==> src/rtl/de_bruijn_mux_n.sv <==
// N-channel registered input-merge mux for a de Bruijn routing node.
// Fixed-select or round-robin grant feeding a one-entry valid/ready output register.
module de_bruijn_mux_n #(
  parameter int WIDTH    = 8,
  parameter int CHANNELS = 4,
  parameter int SEL_W    = 2
) (
  input  logic                      clk,
  input  logic                      rst,
  input  logic                      mode,
  input  logic [SEL_W-1:0]          sel,
  input  logic [CHANNELS*WIDTH-1:0] in_data,
  input  logic [CHANNELS-1:0]       in_valid,
  output logic [CHANNELS-1:0]       in_ready,
  output logic [WIDTH-1:0]          out_data,
  output logic [SEL_W-1:0]          out_chan,
  output logic                      out_valid,
  input  logic                      out_ready
);

  localparam logic [SEL_W:0] NCH = CHANNELS[SEL_W:0];

  logic                 vld_p1;
  logic [WIDTH-1:0]     data_p1;
  logic [SEL_W-1:0]     chan_p1;
  logic [SEL_W-1:0]     ptr_p1;

  logic                 gnt_vld_p0;
  logic [SEL_W-1:0]     gnt_idx_p0;
  logic [WIDTH-1:0]     gnt_data_p0;
  logic [SEL_W-1:0]     ptr_nxt_p0;
  logic [SEL_W:0]       scan_p0;
  logic                 load_ok_p0;
  logic                 xfer_p0;

  // Stage p0: grant selection, combinational from the inputs and the held state
  always_comb begin
    gnt_vld_p0 = 1'b0;
    gnt_idx_p0 = '0;
    scan_p0    = '0;
    if (!mode) begin
      // An out-of-range select matches no channel and so yields no grant.
      for (int i = 0; i < CHANNELS; i++) begin
        if (sel == i[SEL_W-1:0] && in_valid[i]) begin
          gnt_vld_p0 = 1'b1;
          gnt_idx_p0 = i[SEL_W-1:0];
        end
      end
    end else begin
      // Scan offsets from farthest to nearest so the nearest valid channel to ptr wins.
      for (int k = CHANNELS - 1; k >= 0; k--) begin
        scan_p0 = {1'b0, ptr_p1} + k[SEL_W:0];
        if (scan_p0 >= NCH) scan_p0 = scan_p0 - NCH;
        for (int i = 0; i < CHANNELS; i++) begin
          if (scan_p0 == i[SEL_W:0] && in_valid[i]) begin
            gnt_vld_p0 = 1'b1;
            gnt_idx_p0 = i[SEL_W-1:0];
          end
        end
      end
    end
  end

  always_comb begin
    gnt_data_p0 = '0;
    for (int i = 0; i < CHANNELS; i++) begin
      if (gnt_idx_p0 == i[SEL_W-1:0]) gnt_data_p0 = in_data[i*WIDTH +: WIDTH];
    end
  end

  always_comb begin
    load_ok_p0 = !vld_p1 || out_ready;
    xfer_p0    = gnt_vld_p0 && load_ok_p0 && !rst;
    for (int i = 0; i < CHANNELS; i++) begin
      in_ready[i] = xfer_p0 && (gnt_idx_p0 == i[SEL_W-1:0]);
    end
    if ({1'b0, gnt_idx_p0} == NCH - 1'b1) ptr_nxt_p0 = '0;
    else                                  ptr_nxt_p0 = gnt_idx_p0 + 1'b1;
  end

  // Stage p1: one-entry output register and round-robin pointer
  always_ff @(posedge clk) begin
    if (rst) begin
      vld_p1  <= 1'b0;
      data_p1 <= '0;
      chan_p1 <= '0;
      ptr_p1  <= '0;
    end else if (xfer_p0) begin
      vld_p1  <= 1'b1;
      data_p1 <= gnt_data_p0;
      chan_p1 <= gnt_idx_p0;
      if (mode) ptr_p1 <= ptr_nxt_p0;
    end else if (out_ready) begin
      vld_p1  <= 1'b0;
    end
  end

  assign out_valid = vld_p1;
  assign out_data  = data_p1;
  assign out_chan  = chan_p1;

endmodule
==> config.mk <==
export PLATFORM = sky130hd
export DESIGN_NAME = de_bruijn_mux_n
export DESIGN_NICKNAME = d
export VERILOG_FILES = /design/src/rtl/de_bruijn_mux_n.sv
export SDC_FILE = /design/constraint.sdc
export NUM_CORES = 1
export LEC_CHECK = 0
export ABC_AREA = 1
export CAP_MARGIN = 20
export CORE_MARGIN = 5
export CORE_UTILIZATION = 43
export CTS_CLUSTER_SIZE = 16
export DETAILED_ROUTE_END_ITERATION = 8
export PLACE_DENSITY = 0.86
export SYNTH_ARGS = -nofsm -noshare
export SYNTH_HDL_FRONTEND = slang
export SYNTH_SLANG_ARGS = --single-unit
==> constraint.sdc <==
create_clock -name clk -period 4 [get_ports clk]
set_clock_uncertainty 0.1 [all_clocks]
set_input_delay 0.6 -clock clk [delete_from_list [all_inputs] [get_ports clk]]
set_output_delay 0.6 -clock clk [all_outputs]
set_load 0.005 [all_outputs]
---- Word level (Yosys, flattened, before mapping) ----
Cells that the tools add are included.
storage, ports and cells
  register bits ........................... 13
  input port bits ......................... 42
  word-level logic and storage cells ...... 126
operators by class
  eq/ne operators ......................... 18
  add/subtract/negate cells ............... 8
  mux-type cells .......................... 55
  magnitude comparators ................... 4
  reductions and logical operators ........ 37
operator list
  cell                 number
  $mux 2               18
  $mux 8               4
  $logic_and 1x1->1    26
  $mux 1               25
  $eq 3x2->1 const B   8
  $mux 3               8
  $eq 3x1->1 const B   4
  $logic_not 3->1      4
  $ge 3x3->1 const B   3
  $sub 3x3->3 const B  3
  $eq 2x2->1 const B   4
  $add 2x2->3 const B  2
  $eq 2x1->1 const B   2
  $logic_not 2->1      2
  $add 2x1->3 const B  1
  $ge 2x3->1 const B   1
  $sub 2x3->3 const B  1
  $add 2x1->2 const B  1
  $logic_not 1->1      2
  $reduce_and 2->1     1
  $reduce_bool 2->1    1
  $logic_or 1x1->1     1

---- Depth between registers and ports, before layout ----
Gate-level depths: netlist of the first run.
  word-level depth ........................ 27
  mapped depth ............................ 27

---- Worst setup path before layout of the first run ----
No wires, ideal clock.
  kind .................................... input -> output
  start ................................... input port in_valid[1]
  end ..................................... output port in_ready[1]
  required time ........................... 3.300 ns
  cell stages on the path ................. 20
  data arrival time ....................... 2.177 ns
  path slack .............................. 1.123 ns
  cells stage by stage .................... nand3_2 nand2_1 nand2_1 nand2_1 nand2_1 nand2_1 nand2_1 nand2_1 nand2_1 nand2_1 nand2_1 nand2_1 nand2_1 nand2_2 nand2_4 inv_1 ha_1 clkbuf_1 clkinv_1 nor2_1
RTL lines
  what                     line  RTL
  from (decl)              13    input logic [CHANNELS-1:0] in_valid,
  $logic_and 1x1->1        55    if (scan_p0 == i[SEL_W:0] && in_valid[i]) begin
  $mux 1                   55
  $mux 2 (14 in a row)     55
  $mux 2 (*)               41    if (!mode) begin
  named net gnt_idx_p0[0]  29    logic [SEL_W-1:0] gnt_idx_p0;
  $eq 2x1->1 (*)           75    in_ready[i] = xfer_p0 && (gnt_idx_p0 == i[SEL_W-1:0]);
  $logic_and 1x1->1 (*)    75
  to (decl)                14    output logic [CHANNELS-1:0] in_ready,
The timed path passes the listed nets; every way through them passes the cells marked *.

---- Worst setup path after layout of the first run ----
  start ................................... input port in_valid[0]
  end ..................................... output port in_ready[0]
on the way
  longest elaborated chain between the ends .. 21
RTL lines
  what                            line  RTL
  $logic_and 1x1->1               55
  $mux 1 (16 in a row)            55
  $mux 1                          41
  $logic_and 1x1->1 (2 in a row)  73    xfer_p0 = gnt_vld_p0 && load_ok_p0 && !rst;
  $logic_and 1x1->1 (*)           75
Every way passes the cells marked *; elsewhere a longest branch is shown, timed or not.

==> results.cfg, run 1 <==
[status]
status = finished, final reports clean

[setup_path]
setup.worst_path.start = in_valid[0]
worstPathMaxFanout = 9
critPathLaunchType = input pin
r2r_end = out_data[0]$_SDFFE_PP0P_
reg2reg_setup_slack_ns = 1.20
cp.required_ns = 3.30
path_class = input pin to output port
r2r_start = ptr_p1[0]$_SDFFE_PP0P_
endpoint = in_ready[0]
worstPathArrival_ns = 3.07
crit_path_end_kind = output port
worst-r2r-cell-count = 25

[clock_network]
ctsHoldBuffers = 0
htree_levels = 1
clockBufferDepth = 2
cts-root-buf = clkbuf_4
cts_made_buffers = 3
cts_sinks = 13
path_clk_slew_ns = 0.07
clk_latency_ns = 0.27
cts_resized = 0
post_cts_buffers = 0
cts_tree = built

[drt]
wl_um = 3180
ant_nets = 0
wl_per_cell_um = 12.0
firstDrtPassIters = 6
dr.first_iter.drc_count = 54
drc_errors = 0
vias_per_cell = 5.11
via_count = 1354

[timing]
period_share_pct = 94.3
rsz0062_at_grt = false
clock.fmax_ghz = 0.265
fin_crit_ns = 3.77
setup_slack_ns = 0.229
worst_slew_pin_slew_ns = 0.471
slew_headroom_pct = 68.5
setup_tns_ns = 0
hold_violations = 0
finalSetupViolations = 0
slew_viol_final = 0

[synth]
synth_edf_count = 0
ys_async_sr_fraction_pct = 0
avgSynthCellArea_um2 = 6.22
yosysMostFrequentCell = nand2_1
syn-num-nets = 226
synth_top_area_share_pct = 23.2
synth_seq_area_share_pct = 23.2
ys_ff_latch = 13
synth_common_cells = nand2_1, nand3_1, o21ai_0, dfxtp_1, inv_1
ys_warn_count = 0
syn_area_um2 = 1120
synthTopCellsByArea = dfxtp_1, nand2_1, nand3_1
synth_top_cell_by_area = dfxtp_1
netlist_instances = 180
ys.flop_type = dfxtp_1
yosysUniqueCellTypes = 27

[cells_and_area]
nets = 282
diodes = 0
area.growth.synth_to_final_pct = 52.7
layout-drive-gt1-share_pct = 9.79
num-fill-cells = 225

[power]
cellPowerDensity_nw_per_um2 = 287
p_leak_nw = 0.764
ir_drop_mv = 0.178

[global_route]
grtUsageMet1_pct = 22.3
gr-usage-all-layers_pct = 17.4
grt_max_degree = 27
use_met2_pct = 28.1
grt_pass1_vias = 1183
overflow = 0
use_met3_pct = 4.19
grt_antenna_before_repair = 0
top_usage_layer = met2
grt_pass1_wl_um = 4970

[placement]
dp_slack_ns = 0.260
place_congestion = 0.885
hpwl_um = 2660
portBuffers = 56

[worst_hold_path]
hold_path.class = register to register

[floorplanning]
io_pins = 57
start_util_pct = 45.2
die_w_um = 61.0
die-area_um2 = 3720
core-area_um2 = 2480
die_h_um = 61.0
rows = 18

[job]
timing.max_cap.violations = 0
==> through the flow <==
step | utilization [%] | std cells | hold WS [ns] | total power [mW] | area, um2
2_1_floorplan | - | 180 | 0.367 | 0.301 | 1120
4_1_cts | 69.0 | 265 | 0.383 | 0.495 | 1710
3_5_place_dp | 68.0 | 261 | 0.369 | 0.413 | 1680
3_3_place_gp | 68.0 | 261 | 0.364 | 0.410 | 1680
6_report | 69.0 | 265 | 0.379 | 0.491 | 1710
5_1_grt | 69.0 | 265 | 0.413 | 0.534 | 1710
==> per-layer routing <==
layer	share of wire, %	vias to the layer above
met5	0	-
met1	42	574
met4	2.5	0
li1	-	714
met2	47	58
met3	8.0	8
==> cell type report <==
class	instances	area, um2	share of cell area (%)
inverter	16	62.6	3.66
timing repair buffer	60	591	34.5
multi-input combinational	142	733	42.9
tap	30	37.5	2.19
clock buffer	4	26.3	1.54
sequential	13	260	15.2
==> placed cells by master, fill, tap and decap left out, drive strengths merged, types with 11 or more instances in the layout <==
| master | instances |
|---|---|
| dfxtp | 13 |
| inv | 14 |
| clkdlybuf4s50 | 56 |
| nand3 | 32 |
| o21ai | 28 |
| a21oi | 12 |
| nand2 | 47 |
| nor2 | 11 |
==> cells by family after synthesis <==
| logic type | Yosys count | share of synthesized area [%] |
|---|---|---|
| fa+ha+maj | 4 | 4.47 |
| simple gates | 96 | 40.4 |
| buf+inv | 25 | 11.3 |
| compound gates | 42 | 20.6 |
| flops | 13 | 23.2 |
==> report_power, final <==
| part | switching (mW) | internal, mW | total (mW) |
|---|---|---|---|
| sequential | 0.0147 | 0.150 | 0.165 |
| combinational | 0.120 | 0.127 | 0.247 |
| clock | 0.0407 | 0.0387 | 0.0793 |
==> state kept, by name (all words and copies together) (netlist names) <==
register and flops:
ptr_p1 2, out_valid 1, out_chan 2, out_data 8
==> worst max-delay path, stage by stage <==
cell and delay (ns):
clkdlybuf4s50_1 0.55, nand3_1 0.12, nand2_1 0.09, nand2_1 0.04, nand2_1 0.05, nand2_1 0.06
nand2_1 0.05, nand2_1 0.05, nand2_1 0.05, nand2_1 0.05, nand2_1 0.06, nand2_1 0.05
nand2_1 0.07, nand2_2 0.06, nand2_4 0.09, ha_1 0.33, inv_1 0.07, nor2_1 0.10
clkdlybuf4s50_1 0.53
==> how the worst min path moves through the flow <==
| stage | startpoint | endpoint | cells after the start | slack [ns] |
|---|---|---|---|---|
| floorplan | out_data[3]$_SDFFE_PP0P_ | out_data[3]$_SDFFE_PP0P_ | 2 | 0.37 |
| global placement | out_data[1]$_SDFFE_PP0P_ | out_data[1]$_SDFFE_PP0P_ | 2 | 0.36 |
| detailed placement | out_data[5]$_SDFFE_PP0P_ | out_data[5]$_SDFFE_PP0P_ | 2 | 0.37 |
| CTS | out_data[5]$_SDFFE_PP0P_ | out_data[5]$_SDFFE_PP0P_ | 2 | 0.38 |
| global route | out_data[7]$_SDFFE_PP0P_ | out_data[7]$_SDFFE_PP0P_ | 2 | 0.41 |
| finish | out_data[5]$_SDFFE_PP0P_ | out_data[5]$_SDFFE_PP0P_ | 2 | 0.38 |
Note: power is estimated with default switching activity, not from simulation.
==> run 2: changes to the inputs <==
--- a/config.mk
+++ b/config.mk
@@ -11,7 +11,7 @@
 export CORE_UTILIZATION = 43
 export CTS_CLUSTER_SIZE = 16
 export DETAILED_ROUTE_END_ITERATION = 8
-export PLACE_DENSITY = 0.86
+export PLACE_DENSITY_LB_ADDON = 0.15
 export SYNTH_ARGS = -nofsm -noshare
 export SYNTH_HDL_FRONTEND = slang
 export SYNTH_SLANG_ARGS = --single-unit
==> results.cfg, run 2 (synthesized netlist as in run 1, its figures left out) <==
[global_route]
grt_max_degree = 27
grt_pass1_wl_um = 5440
overflow = 0
grt_pass1_vias = 1306
grt_antenna_before_repair = 0
gr-usage-all-layers_pct = 19.2

[drt]
drc_errors = 0
firstDrtPassIters = 4
via_count = 1384
wl_per_cell_um = 13.3
ant_nets = 0
wl_um = 3500
dr.first_iter.drc_count = 127
vias_per_cell = 5.24

[cells_and_area]
final_cell_mix = clkdlybuf4s50_1, nand2_1, nand3_1
postLayoutCoreUtil_pct = 69.1
largest_register_ff_count = 8
layout-drive-gt1-share_pct = 10.3
diodes = 0
layout_commonest_cell = clkdlybuf4s50_1
area.growth.synth_to_final_pct = 52.8
nets = 281

[clock_network]
cts_sinks = 13
cts_tree = built
ctsHoldBuffers = 0
cts_resized = 0
cts_made_buffers = 3
clk_latency_ns = 0.28
post_cts_buffers = 0
clockBufferDepth = 2
htree_levels = 1
path_clk_slew_ns = 0.08
cts-root-buf = clkbuf_4

[timing]
fin_crit_ns = 3.77
hold_violations = 0
clock.fmax_ghz = 0.265
slew_viol_final = 0
period_share_pct = 94.3
worst_slew_pin_slew_ns = 0.464
setup_slack_ns = 0.230
finalSetupViolations = 0
slew_headroom_pct = 68.9
rsz0062_at_grt = true

[power]
seqPwrFrac_pct = 33.4
intPower_mw = 0.314
p_switching_mw = 0.181
swShare_pct = 36.6
clkPwrFrac_pct = 16.2
p_leak_nw = 0.779
cellPowerDensity_nw_per_um2 = 289
ir_drop_mv = 0.304
power_frac_comb_pct = 50.4

[setup_path]
cp.required_ns = 3.30
crit_path_end_kind = output port
critPathLaunchType = input pin
worstPathArrival_ns = 3.07
worstPathMaxFanout = 9
path_class = input pin to output port

[placement]
place_congestion = 0.787
dp_slack_ns = 0.112
portBuffers = 56
hpwl_um = 2820

[floorplanning]
die-area_um2 = 3720
core-area_um2 = 2480
io_pins = 57
die_h_um = 61.0
die_w_um = 61.0
start_util_pct = 45.2
rows = 18

[status]
status = finished, final reports clean

[job]
timing.max_cap.violations = 0

[worst_hold_path]
hold_path.class = register to register
run 2: final timing paths:
path	start	end	slack, ns	depth (start not counted)
worst max-delay path	in_valid[0]	in_ready[2]	0.23	19
worst min-delay path	out_data[7]$_SDFFE_PP0P_	out_data[7]$_SDFFE_PP0P_	0.38	2
worst max register to register	ptr_p1[0]$_SDFFE_PP0P_	out_data[0]$_SDFFE_PP0P_	1.11	25
worst min register to register	out_data[7]$_SDFFE_PP0P_	out_data[7]$_SDFFE_PP0P_	0.38	2
run 2: power groups by stage:
stage	Clock [mW]	Combinational [mW]	Sequential (mW)
finish	0.0802	0.250	0.165
global route	0.0916	0.280	0.168
CTS	0.0834	0.250	0.165
detailed placement	0	0.248	0.168
global placement	0	0.242	0.167
floorplan	0	0.136	0.165
run 2: final cells by class:
cell class | count | area [um2]
clock buffers | 3 | 22.5
clock inverters | 1 | 5.00
fillers | 230 | 766
inverters | 16 | 62.6
multi-input cells | 142 | 736
flip-flops and latches | 13 | 260
well taps | 30 | 37.5
repair buffers | 59 | 588
run 2: critical path, cell delays in order:
cell and delay, ns:
clkdlybuf4s50_1 0.55, nand3_1 0.12, nand2_1 0.10, nand2_1 0.05, nand2_1 0.05, nand2_1 0.04
nand2_1 0.05, nand2_1 0.05, nand2_1 0.05, nand2_1 0.05, nand2_1 0.05, nand2_1 0.05
nand2_1 0.07, nand2_2 0.06, nand2_4 0.08, ha_2 0.28, inv_1 0.15, nor2_1 0.12
clkdlybuf4s50_1 0.52
run 2: per-stage QoR:
stage	cell area, um2	setup TNS (ns)	total power, mW	hold WS, ns	instances
3_3_place_gp	1680	0	0.410	0.363	260
6_report	1710	0	0.495	0.376	264
5_1_grt	1710	-0.155	0.540	0.413	264
4_1_cts	1700	0	0.498	0.379	264
3_5_place_dp	1680	0	0.416	0.368	260
2_1_floorplan	1120	0	0.301	0.367	180
run 2: metal layers:
layer | vias to the layer above | part of all wire, % | routed length (um) | track usage [%]
li1 | 714 | - | - | -
met1 | 612 | 42 | 1480 | 24.4
met2 | 51 | 48 | 1680 | 31.7
met3 | 7 | 7.5 | 264 | 2.52
met4 | 0 | 1.9 | 68 | 9.60
met5 | - | 0 | 0 | 0
==> run 3: changes to the inputs <==
--- a/config.mk
+++ b/config.mk
@@ -11,7 +11,7 @@
 export CORE_UTILIZATION = 43
 export CTS_CLUSTER_SIZE = 16
 export DETAILED_ROUTE_END_ITERATION = 8
-export PLACE_DENSITY_LB_ADDON = 0.15
+export PLACE_DENSITY = 0.93
 export SYNTH_ARGS = -nofsm -noshare
 export SYNTH_HDL_FRONTEND = slang
 export SYNTH_SLANG_ARGS = --single-unit
==> results.cfg, run 3 (synthesized netlist as in run 1, its figures left out) <==
[status]
status = finished, final reports clean

[power]
seqPwrFrac_pct = 33.4
swShare_pct = 35.9
cellPowerDensity_nw_per_um2 = 289
power_frac_comb_pct = 50.7
p_switching_mw = 0.178
intPower_mw = 0.317
p_leak_nw = 0.762
clkPwrFrac_pct = 15.8
power_mw = 0.495
ir_drop_mv = 0.282

[cells_and_area]
diodes = 0
final_cell_mix = clkdlybuf4s50_1, nand2_1, nand3_1
layout-drive-gt1-share_pct = 10.2
layoutNonFillerInstCount = 265
area.growth.synth_to_final_pct = 53.0
largest_register_ff_count = 8
nets = 282
layout_commonest_cell = clkdlybuf4s50_1
num-fill-cells = 217

[global_route]
grt_pass1_vias = 1288
grt_pass1_wl_um = 5400
gr-usage-all-layers_pct = 18.9
grt_max_degree = 23
grt_antenna_before_repair = 0
overflow = 0

[drt]
wl_per_cell_um = 12.8
ant_nets = 0
dr.first_iter.drc_count = 83
wl_um = 3380
firstDrtPassIters = 5
via_count = 1385
drc_errors = 0
vias_per_cell = 5.23

[clock_network]
htree_levels = 1
cts_tree = built
clockBufferDepth = 2
cts_made_buffers = 3
path_clk_slew_ns = 0.07
cts_sinks = 13
cts-root-buf = clkbuf_4
ctsHoldBuffers = 0
clk_latency_ns = 0.27

[setup_path]
worstPathMaxFanout = 9
worst-r2r-cell-count = 17
cp.required_ns = 3.30
path_class = input pin to output port
worstPathArrival_ns = 3.13
reg2reg_setup_slack_ns = 1.13
crit_path_end_kind = output port
critPathLaunchType = input pin

[timing]
slew_headroom_pct = 69.5
finalSetupViolations = 0
fin_hold_ws_ns = 0.374
fin_crit_ns = 3.83
worst_slew_pin_slew_ns = 0.456
slew_viol_final = 0
rsz0062_at_grt = false
period_share_pct = 95.7
hold_violations = 0
setup_tns_ns = 0
clock.fmax_ghz = 0.261
setup_slack_ns = 0.173

[placement]
dp_slack_ns = 0.124
place_congestion = 0.901
dp.cells = 261
portBuffers = 56
hpwl_um = 2760

[floorplanning]
io_pins = 57
core-area_um2 = 2480
die-area_um2 = 3720
start_util_pct = 45.2
die_h_um = 61.0
rows = 18
die_w_um = 61.0

[worst_hold_path]
hold_path.class = register to register
holdPathStages = 2

[job]
timing.max_cap.violations = 0
[run 3: cell types whose count changed in the layout (fill, tap and decap cells not counted)]
cell / previous run / this run
clkinv_2: 1 / 0
clkbuf_1: 0 / 1
dlymetal6s2s_1: 2 / 0
buf_4: 3 / 4
clkdlybuf4s50_1: 54 / 56
[run 3: final cells by class]
class	count	area, um2	area share (%)
inverters	16	62.6	3.65
flip-flops and latches	13	260	15.2
well taps	30	37.5	2.19
clock buffers	4	26.3	1.53
multi-input cells	142	736	43.0
repair buffers	60	591	34.5
[run 3: metrics by stage]
step | util, % | instance area, um2
detailed placement | 68.0 | 1680
finish | 69.1 | 1710
floorplan | - | 1120
global placement | 68.0 | 1680
CTS | 69.0 | 1710
global route | 69.1 | 1710
[run 3: final timing paths]
kind                                          startpoint                       end
worst max register to register    ptr_p1[0]$_SDFFE_PP0P_  out_data[2]$_SDFFE_PP0P_
worst min-delay path            out_data[6]$_SDFFE_PP0P_  out_data[6]$_SDFFE_PP0P_
worst min register to register  out_data[6]$_SDFFE_PP0P_  out_data[6]$_SDFFE_PP0P_
worst max-delay path                         in_valid[0]               in_ready[2]
[run 3: power groups by stage]
| stage | clock network [mW] | logic, mW | registers, mW |
|---|---|---|---|
| floorplan | 0 | 0.136 | 0.165 |
| global placement | 0 | 0.242 | 0.167 |
| detailed placement | 0 | 0.248 | 0.168 |
| CTS | 0.0803 | 0.250 | 0.165 |
| global route | 0.0851 | 0.282 | 0.168 |
| finish | 0.0783 | 0.251 | 0.165 |
[run 3: layer usage]
metal	vias up	wire [um]	GRT usage (%)	share of wire, %
li1	712	-	-	-
met3	5	212	1.47	6.3
met1	612	1390	24.5	41
met5	-	0	0	0
met2	56	1740	32.6	51
met4	0	41	6.81	1.2
[run 3: worst max-delay path, stage by stage]
cell and delay [ns]:
clkdlybuf4s50_1 0.56, nand3_1 0.13, nand2_1 0.09, nand2_1 0.04, nand2_1 0.05, nand2_1 0.05
nand2_1 0.05, nand2_1 0.05, nand2_1 0.05, nand2_1 0.05, nand2_1 0.05, nand2_1 0.05
nand2_1 0.07, nand2_2 0.07, nand2_4 0.09, ha_2 0.28, inv_1 0.15, nor2_1 0.13
clkdlybuf4s50_1 0.52
[run 3: repair_timing]
action                                  in CTS  in global routing
endpoints found under the setup margin       0                  1
resized for setup                            0                  1
buffers inserted                             0                  0
